==> src/rtl/bsg_chip_pkg.sv <==
// Chip-level link parameters shared by the gateway memory-link blocks.
package bsg_chip_pkg;

  localparam int mem_link_width_gp      = 32;
  localparam int mem_link_rr_ratio_gp   = 2;
  localparam int wh_len_width_gp        = 4;
  localparam int mem_link_len_offset_gp = 8;

endpackage

==> src/rtl/bsg_arb_round_robin.sv <==
// Round-robin request selector; priority rotates to just past the last accepted grant.
module bsg_arb_round_robin #(
  parameter int width_p = 2,
  localparam int lg_width_lp = (width_p > 1) ? $clog2(width_p) : 1
) (
  input  logic                   clk_i,
  input  logic                   reset_i,
  input  logic [width_p-1:0]     reqs_i,
  output logic [width_p-1:0]     grants_o,
  output logic [lg_width_lp-1:0] sel_o,
  input  logic                   yumi_i
);

  logic [lg_width_lp-1:0] ptr_r;
  logic                   found;
  int                     j;

  always_comb begin
    sel_o    = ptr_r;
    grants_o = '0;
    found    = 1'b0;
    j        = 0;
    for (int k = 0; k < width_p; k++) begin
      j = int'(ptr_r) + k;
      if (j >= width_p) j = j - width_p;
      if (!found && reqs_i[j]) begin
        found       = 1'b1;
        sel_o       = lg_width_lp'(j);
        grants_o[j] = 1'b1;
      end
    end
  end

  // With a single requester sel_o is always 0, so ptr_r stays 0.
  always_ff @(posedge clk_i) begin
    if (reset_i)
      ptr_r <= '0;
    else if (yumi_i)
      ptr_r <= (int'(sel_o) == width_p - 1) ? '0 : sel_o + lg_width_lp'(1);
  end

endmodule

==> src/rtl/bsg_gateway_mem_link_wh_arbiter.sv <==
// Packet-aware N:1 wormhole arbiter: round-robin at headers, grant held for the whole packet.
// Optional per-link header counters on stats_o when BSG_GATEWAY_MEM_ARB_STATS_EN is defined.
module bsg_gateway_mem_link_wh_arbiter
  import bsg_chip_pkg::*;
#(
  parameter int width_p      = mem_link_width_gp,
  parameter int num_in_p     = mem_link_rr_ratio_gp,
  parameter int len_width_p  = wh_len_width_gp,
  parameter int len_offset_p = mem_link_len_offset_gp
) (
  input  logic                         clk_i,
  input  logic                         reset_i,
  input  logic [num_in_p-1:0]          in_v_i,
  input  logic [num_in_p*width_p-1:0]  in_data_i,
  output logic [num_in_p-1:0]          in_ready_and_o,
  output logic                         out_v_o,
  output logic [width_p-1:0]           out_data_o,
  input  logic                         out_ready_and_i,
  output logic [num_in_p*32-1:0]       stats_o
);

  localparam int lg_in_lp = (num_in_p > 1) ? $clog2(num_in_p) : 1;

  localparam logic [0:0] IDLE = 1'b0;
  localparam logic [0:0] LOCK = 1'b1;

  logic [0:0]             state_r;
  logic [lg_in_lp-1:0]    sel_r, arb_sel, sel;
  logic [len_width_p-1:0] cnt_r, hdr_len;
  logic [num_in_p-1:0]    arb_grants;
  logic                   hs, hdr_hs;

  bsg_arb_round_robin #(.width_p(num_in_p)) arb (
    .clk_i    (clk_i),
    .reset_i  (reset_i),
    .reqs_i   (in_v_i),
    .grants_o (arb_grants),
    .sel_o    (arb_sel),
    .yumi_i   (hdr_hs)
  );

  assign sel        = (state_r == LOCK) ? sel_r : arb_sel;
  assign out_data_o = in_data_i[int'(sel)*width_p +: width_p];
  assign hdr_len    = out_data_o[len_offset_p +: len_width_p];

  always_comb begin
    out_v_o        = 1'b0;
    in_ready_and_o = '0;
    if (!reset_i) begin
      if (state_r == IDLE) begin
        out_v_o        = |in_v_i;
        in_ready_and_o = arb_grants & {num_in_p{out_ready_and_i}};
      end else begin
        // Locked: other links are ignored even while the owner stalls.
        out_v_o               = in_v_i[sel_r];
        in_ready_and_o[sel_r] = out_ready_and_i;
      end
    end
  end

  assign hs     = out_v_o & out_ready_and_i;
  assign hdr_hs = hs & (state_r == IDLE);

  always_ff @(posedge clk_i) begin
    if (reset_i) begin
      state_r <= IDLE;
      sel_r   <= '0;
      cnt_r   <= '0;
    end else if (hs) begin
      if (state_r == IDLE) begin
        sel_r <= arb_sel;
        if (hdr_len != '0) begin
          state_r <= LOCK;
          cnt_r   <= hdr_len;
        end
      end else begin
        cnt_r <= cnt_r - len_width_p'(1);
        if (cnt_r == len_width_p'(1)) state_r <= IDLE;
      end
    end
  end

`ifdef BSG_GATEWAY_MEM_ARB_STATS_EN
  logic [num_in_p-1:0][31:0] stats_r;

  always_ff @(posedge clk_i) begin
    if (reset_i) begin
      stats_r <= '0;
    end else begin
      for (int i = 0; i < num_in_p; i++) begin
        if (hdr_hs && (arb_sel == lg_in_lp'(i)) && (stats_r[i] != 32'hFFFF_FFFF))
          stats_r[i] <= stats_r[i] + 32'd1;
      end
    end
  end

  assign stats_o = stats_r;
`else
  assign stats_o = '0;
`endif

endmodule

==> config.mk <==
export PLATFORM = sky130hd
export DESIGN_NAME = bsg_gateway_mem_link_wh_arbiter
export DESIGN_NICKNAME = d
export VERILOG_FILES = /design/src/rtl/bsg_chip_pkg.sv /design/src/rtl/bsg_arb_round_robin.sv /design/src/rtl/bsg_gateway_mem_link_wh_arbiter.sv
export SDC_FILE = /design/constraint.sdc
export NUM_CORES = 1
export LEC_CHECK = 0
export ABC_AREA = 1
export CORE_MARGIN = 3
export CORE_UTILIZATION = 31
export CTS_CLUSTER_DIAMETER = 150
export DETAILED_ROUTE_END_ITERATION = 6
export GPL_TIMING_DRIVEN = 0
export HOLD_SLACK_MARGIN = 0.08
export PLACE_DENSITY_LB_ADDON = 0.08
export SETUP_SLACK_MARGIN = 0.2
export SYNTH_ARGS = -nofsm -noshare
export SYNTH_HDL_FRONTEND = slang
export SYNTH_SLANG_ARGS = --single-unit
==> constraint.sdc <==
create_clock -name clk_i -period 5.5 [get_ports clk_i]
set_clock_uncertainty 0.15 [all_clocks]
set_input_delay 1.1 -clock clk_i [delete_from_list [all_inputs] [get_ports clk_i]]
set_output_delay 1.1 -clock clk_i [all_outputs]
set_load 0.01 [all_outputs]
==> reports/results.txt, run 1 <==
Comb pwr share: 66.8%
final-layout fill cell count: 434
post-synthesis simple-gate area fraction: 18.9%
mux cell area share after synthesis: 25.5%
Switching Share: 32.5%
Cell Int Power: 0.265 mW
Data arrival, critical path: 3.17 ns
iteration-0 DRC count of the detailed router: 18
drt pass-1 iters: 4
Compound-Gate Fraction of Synth Area: 6.53%
H-tree depth: 1
NetSw: 0.128 mW
DRC Markers: 0
clk root buf: clkbuf_8
Sink Count: 7
Via Count: 1,545
CORE AREA: 4560 um^2
# nets final: 433
post-synthesis sequential area ratio: 9.14%
Synth Area in Adders: 1.63%
Diodes inserted: 0
vias in the first global route: 1,394
Post-Syn Area: 1530 um^2
Routed WL: 5.36 mm
Critical Path End Type: primary output
Final min period: 4.42 ns
Clk pin slew, worst setup/hold paths: 0.04 ns
YS warnings: 0
routed len/inst: 12.6 um
Tcrit/Tclk final: 80.4%
most frequent cells in the layout: clkdlybuf4s50_1, buf_4, conb_1
element type at the critical path start: input pin
share of cells above drive strength 1: 30.7%
Seq cells post-synth: 7
Tot GR Track Use: 18.2%
XOR/XNOR share of the synthesized area: 0%
PD cells: 134 nW/um^2
PortBufs: 103
RePlAce Congestion: 0.790
total CTS buffers: 3
CTS tree: yes
pin count of the biggest net entering global routing: 11
number of setup buffers added after CTS: 0
Req. time, crit path: 4.25 ns
MaxCap Viol Count: 0
Cells after Synth: 191
CP Max Fanout: 10
Seq pwr share: 14.8%
final instance area: 2930 um^2
Fmax achieved: 226 MHz
RSZ-0062 raised after global routing: false
via/cell ratio: 3.63
Mean Syn Cell Area: 8.02 um^2
initial antenna violation count: 0
status: complete, no violations
Distinct cells, synth: 25
Resize count post-CTS: 0
standard-cell rows: 24
Final Hold Vio Count: 0
I/O pins: 168
HP Class: flop to flop
Placed Area: 2880 um^2
clock power share: 18.4%
Setup CP Type: input pin to primary output
Leakage: 1.49 nW
worst skew pair latency: 0.23 ns
GRT Residual Overflow: 0
P&R area growth vs syn: 90.9%
Starting Density: 33.6%
worst vdd ir: 0.134 mV
die footprint: 5820 um^2
DP Wirelength: 4.85 mm
Fin Setup TNS: 0 ns
main combinational cell family by area after synthesis: buffers and inverters
fin. max-slew vios: 0
Bufs on Longest Clock Path: 2
ANT nets after route: 0
DIE WIDTH: 76.3 um
Final setup viols: 0
die height: 76.3 um
most common cell after layout, fill and taps aside: clkdlybuf4s50_1
Post-CTS Hold Buffers: 0
first-pass GRT wire length: 8.46 mm
==> worst max-delay path, cell delays in order <==
cell and delay (ns):
clkdlybuf4s50_1 0.50, inv_1 0.07, nand2_1 0.12, nand3_4 0.11
nand2_4 0.11, buf_6 0.16, buf_6 0.19, mux2_4 0.31
clkdlybuf4s50_1 0.50
==> through the flow <==
step | std cells | hold slack [ns] | power [mW] | utilization (%) | setup slack (ns)
2_1_floorplan | 254 | 0.311 | 0.209 | - | 2.17
3_3_place_gp | 422 | 0.344 | 0.318 | 63.1 | 1.07
3_5_place_dp | 422 | 0.342 | 0.320 | 63.1 | 1.06
4_1_cts | 426 | 0.348 | 0.396 | 64.1 | 1.06
5_1_grt | 426 | 0.399 | 0.421 | 64.1 | 0.983
6_report | 426 | 0.351 | 0.392 | 64.1 | 1.08
==> cell families after synthesis <==
family / count (synthesis)
AOI/OAI and AO/OA: 17
adders and majority gates: 2
and+or+nand+nor: 53
other: 1
muxes: 28
buffers and inverters: 83
DFF: 7
==> layout make-up <==
cell class | instances | area [um^2] | area share, %
clock buffer | 4 | 45.0 | 1.54
timing repair buffer | 103 | 1030 | 35.2
tap | 65 | 81.3 | 2.78
inverter | 15 | 58.8 | 2.01
sequential | 7 | 140 | 4.79
multi-input combinational | 164 | 1040 | 35.7
buffer | 68 | 526 | 18.0
==> Yosys cell counts, drive strengths merged <==
cell	number	area (um^2)
a21oi	8	40.0
inv	15	58.8
nand2	30	148
o22ai	1	12.5
dfxtp	7	140
conb	1	3.75
o21ai	7	38.8
nand3b	1	7.51
nand3	7	60.1
a2111oi	1	8.76
ha	2	25.0
nor4	1	6.26
nor2	14	67.6
buf	68	526
mux2	28	390
==> sequential cells by signal (all words and copies together), names as in the netlist <==
| name | flops |
|---|---|
| cnt_r | 4 |
| sel_r | 1 |
| state_r | 1 |
| arb.ptr_r | 1 |
==> final timing paths <==
check,start,to,slack (ns),depth (start not counted)
max,in_v_i[1],out_data_o[31],1.08,9
min reg2reg,arb.ptr_r,arb.ptr_r,0.35,2
min,arb.ptr_r,arb.ptr_r,0.35,2
max reg2reg,state_r,cnt_r[0],3.93,12
==> per-layer routing <==
layer	GRT usage [%]	vias up	wire length, um
met2	33.5	66	2820
li1	-	827	-
met5	0	-	0
met3	7.09	3	525
met4	3.80	0	35
met1	19.5	649	1970
==> power by group through the flow <==
stage | clock network [mW] | logic [mW] | registers (mW)
3_5_place_dp | 0 | 0.261 | 0.0588
5_1_grt | 0.0796 | 0.282 | 0.0587
4_1_cts | 0.0760 | 0.262 | 0.0580
2_1_floorplan | 0 | 0.151 | 0.0581
6_report | 0.0720 | 0.262 | 0.0582
3_3_place_gp | 0 | 0.260 | 0.0588
Power figures use the tool's default switching activity.
==> run 2: changes to the inputs <==
--- a/config.mk
+++ b/config.mk
@@ -7,7 +7,7 @@
 export LEC_CHECK = 0
 export ABC_AREA = 1
 export CORE_MARGIN = 3
-export CORE_UTILIZATION = 31
+export CORE_UTILIZATION = 29
 export CTS_CLUSTER_DIAMETER = 150
 export DETAILED_ROUTE_END_ITERATION = 6
 export GPL_TIMING_DRIVEN = 0
==> constraint.sdc (replaced) <==
create_clock -name clk_i -period 4.3 [get_ports clk_i]
set_clock_uncertainty 0.15 [all_clocks]
set_input_delay 0.86 -clock clk_i [delete_from_list [all_inputs] [get_ports clk_i]]
set_output_delay 0.86 -clock clk_i [all_outputs]
set_load 0.01 [all_outputs]
==> run 2 against run 1 <==
  * Worst hold slack worse by 0.0032 ns
  * Sequential share of layout area hardly changed
  * Setup slack worse by 0.75 ns
  * Critical endpoint is now out_data_o[28]
==> reports/results.txt, run 2 (synthesized netlist as in run 1, its figures left out) <==
GRT Residual Overflow: 0
Routed WL: 5.35 mm
CORE AREA: 4910 um^2
standard-cell rows: 25
Data arrival, critical path: 2.96 ns
H-tree depth: 1
Diodes inserted: 0
met3 WL: 583 um
status: complete, no violations
Critical Path End Type: primary output
Post-Route Utilization: 59.6%
ANT nets after route: 0
Req. time, crit path: 3.29 ns
Sink Count: 7
Finished Layout Cells: 428
number of setup buffers added after CTS: 0
Fin Setup TNS: 0 ns
drt pass-1 iters: 4
routed len/inst: 12.5 um
DP Wirelength: 4.87 mm
Buf/Inv on CP: 5
DP Cell Count: 424
HP Class: flop to flop
cells along the critical path: clkdlybuf4s50_1 > inv_1 > nand2_1 > nand3_4 > nand2_4 > buf_6 > buf_6 > mux2_4 > clkdlybuf4s50_1
Final min period: 3.97 ns
most frequent cells in the layout: clkdlybuf4s50_1, buf_4, conb_1
max reg flops: 4
share of cells above drive strength 1: 30.7%
iteration-0 DRC count of the detailed router: 27
Tcrit/Tclk final: 92.3%
Tot GR Track Use: 16.3%
DIE WIDTH: 78.7 um
Setup CP Type: input pin to primary output
most common cell after layout, fill and taps aside: clkdlybuf4s50_1
crit-path max cell delay: 0.51 ns
NetSw: 0.163 mW
Comb pwr share: 66.8%
Bufs on Longest Clock Path: 2
die height: 78.7 um
Cell Int Power: 0.338 mW
CTS tree: yes
# nets final: 433
Via Count: 1,537
Place WS: 0.303 ns
Starting Density: 31.2%
Resize count post-CTS: 0
initial antenna violation count: 0
RePlAce Congestion: 0.805
fin. max-slew vios: 0
CP max-delay cell: clkdlybuf4s50_1
P&R area growth vs syn: 91.1%
Seq pwr share: 14.8%
Met2 Routed Length: 2.77 mm
final worst setup slack: 0.333 ns
CP top delay family: buffers and inverters
Leakage: 1.49 nW
worst skew pair latency: 0.23 ns
Switching Share: 32.5%
worst vdd ir: 0.167 mV
DRT met1 WL: 1.92 mm
Final Hold Vio Count: 0
clk root buf: clkbuf_8
MaxCap Viol Count: 0
DRC Markers: 0
Post-CTS Hold Buffers: 0
element type at the critical path start: input pin
clock power share: 18.4%
CP Max Fanout: 10
Reg with most FFs: cnt_r
PD cells: 171 nW/um^2
first-pass GRT wire length: 7.91 mm
PortBufs: 103
via/cell ratio: 3.59
I/O pins: 168
Final setup viols: 0
total CTS buffers: 3
Clk pin slew, worst setup/hold paths: 0.04 ns
Fmax achieved: 252 MHz
vias in the first global route: 1,405
pin count of the biggest net entering global routing: 11
die footprint: 6190 um^2
top routing layer in use: met4
RSZ-0062 raised after global routing: false
## run 2: cell counts in the layout (fill, tap and decap cells not counted)
No cell type changed its count.
## run 2: final timing paths
kind	start	end	slack, ns	cells after the start
worst min register to register	arb.ptr_r	arb.ptr_r	0.35	2
worst min-delay path	arb.ptr_r	arb.ptr_r	0.35	2
worst max-delay path	in_v_i[1]	out_data_o[28]	0.33	9
worst max register to register	state_r	cnt_r[1]	2.74	12
## run 2: metrics by stage
stage	total power, mW	instance area (um^2)	hold WS [ns]
final	0.502	2930	0.348
after global routing	0.536	2930	0.398
after CTS	0.505	2930	0.345
after detailed placement	0.409	2880	0.339
after global placement	0.407	2880	0.338
after floorplan	0.267	1770	0.311
## run 2: area by class of cell
cell class                 count  area, um^2
fill                         457        1980
clock buffer                   4        45.0
sequential                     7         140
inverter                      15        58.8
timing repair buffer         103        1030
tap                           67        83.8
buffer                        68         526
multi-input combinational    164        1040
## run 2: routing by layer
metal  vias to the layer above  GRT usage (%)
li1                        824              -
met1                       634           16.8
met4                         0           4.72
met2                        70           30.6
met5                         -              0
met3                         9           6.24
## run 2: power groups by stage
stage | Clock, mW | Combinational [mW] | Sequential, mW
detailed placement | 0 | 0.334 | 0.0754
CTS | 0.0963 | 0.335 | 0.0743
finish | 0.0923 | 0.335 | 0.0745
floorplan | 0 | 0.193 | 0.0743
global placement | 0 | 0.332 | 0.0752
global route | 0.0994 | 0.361 | 0.0752
## run 2: worst register-to-register path: stages (launching register included)
cell     delay (ns)
dfxtp_1        0.31
buf_6          0.14
inv_4          0.07
nand3_4        0.10
nand2_4        0.08
nand2_2        0.07
nand2_2        0.08
nor2_4         0.13
nand3_4        0.10
nand2_4        0.10
nand2_1        0.05
nand2_1        0.05
nor2_1         0.04
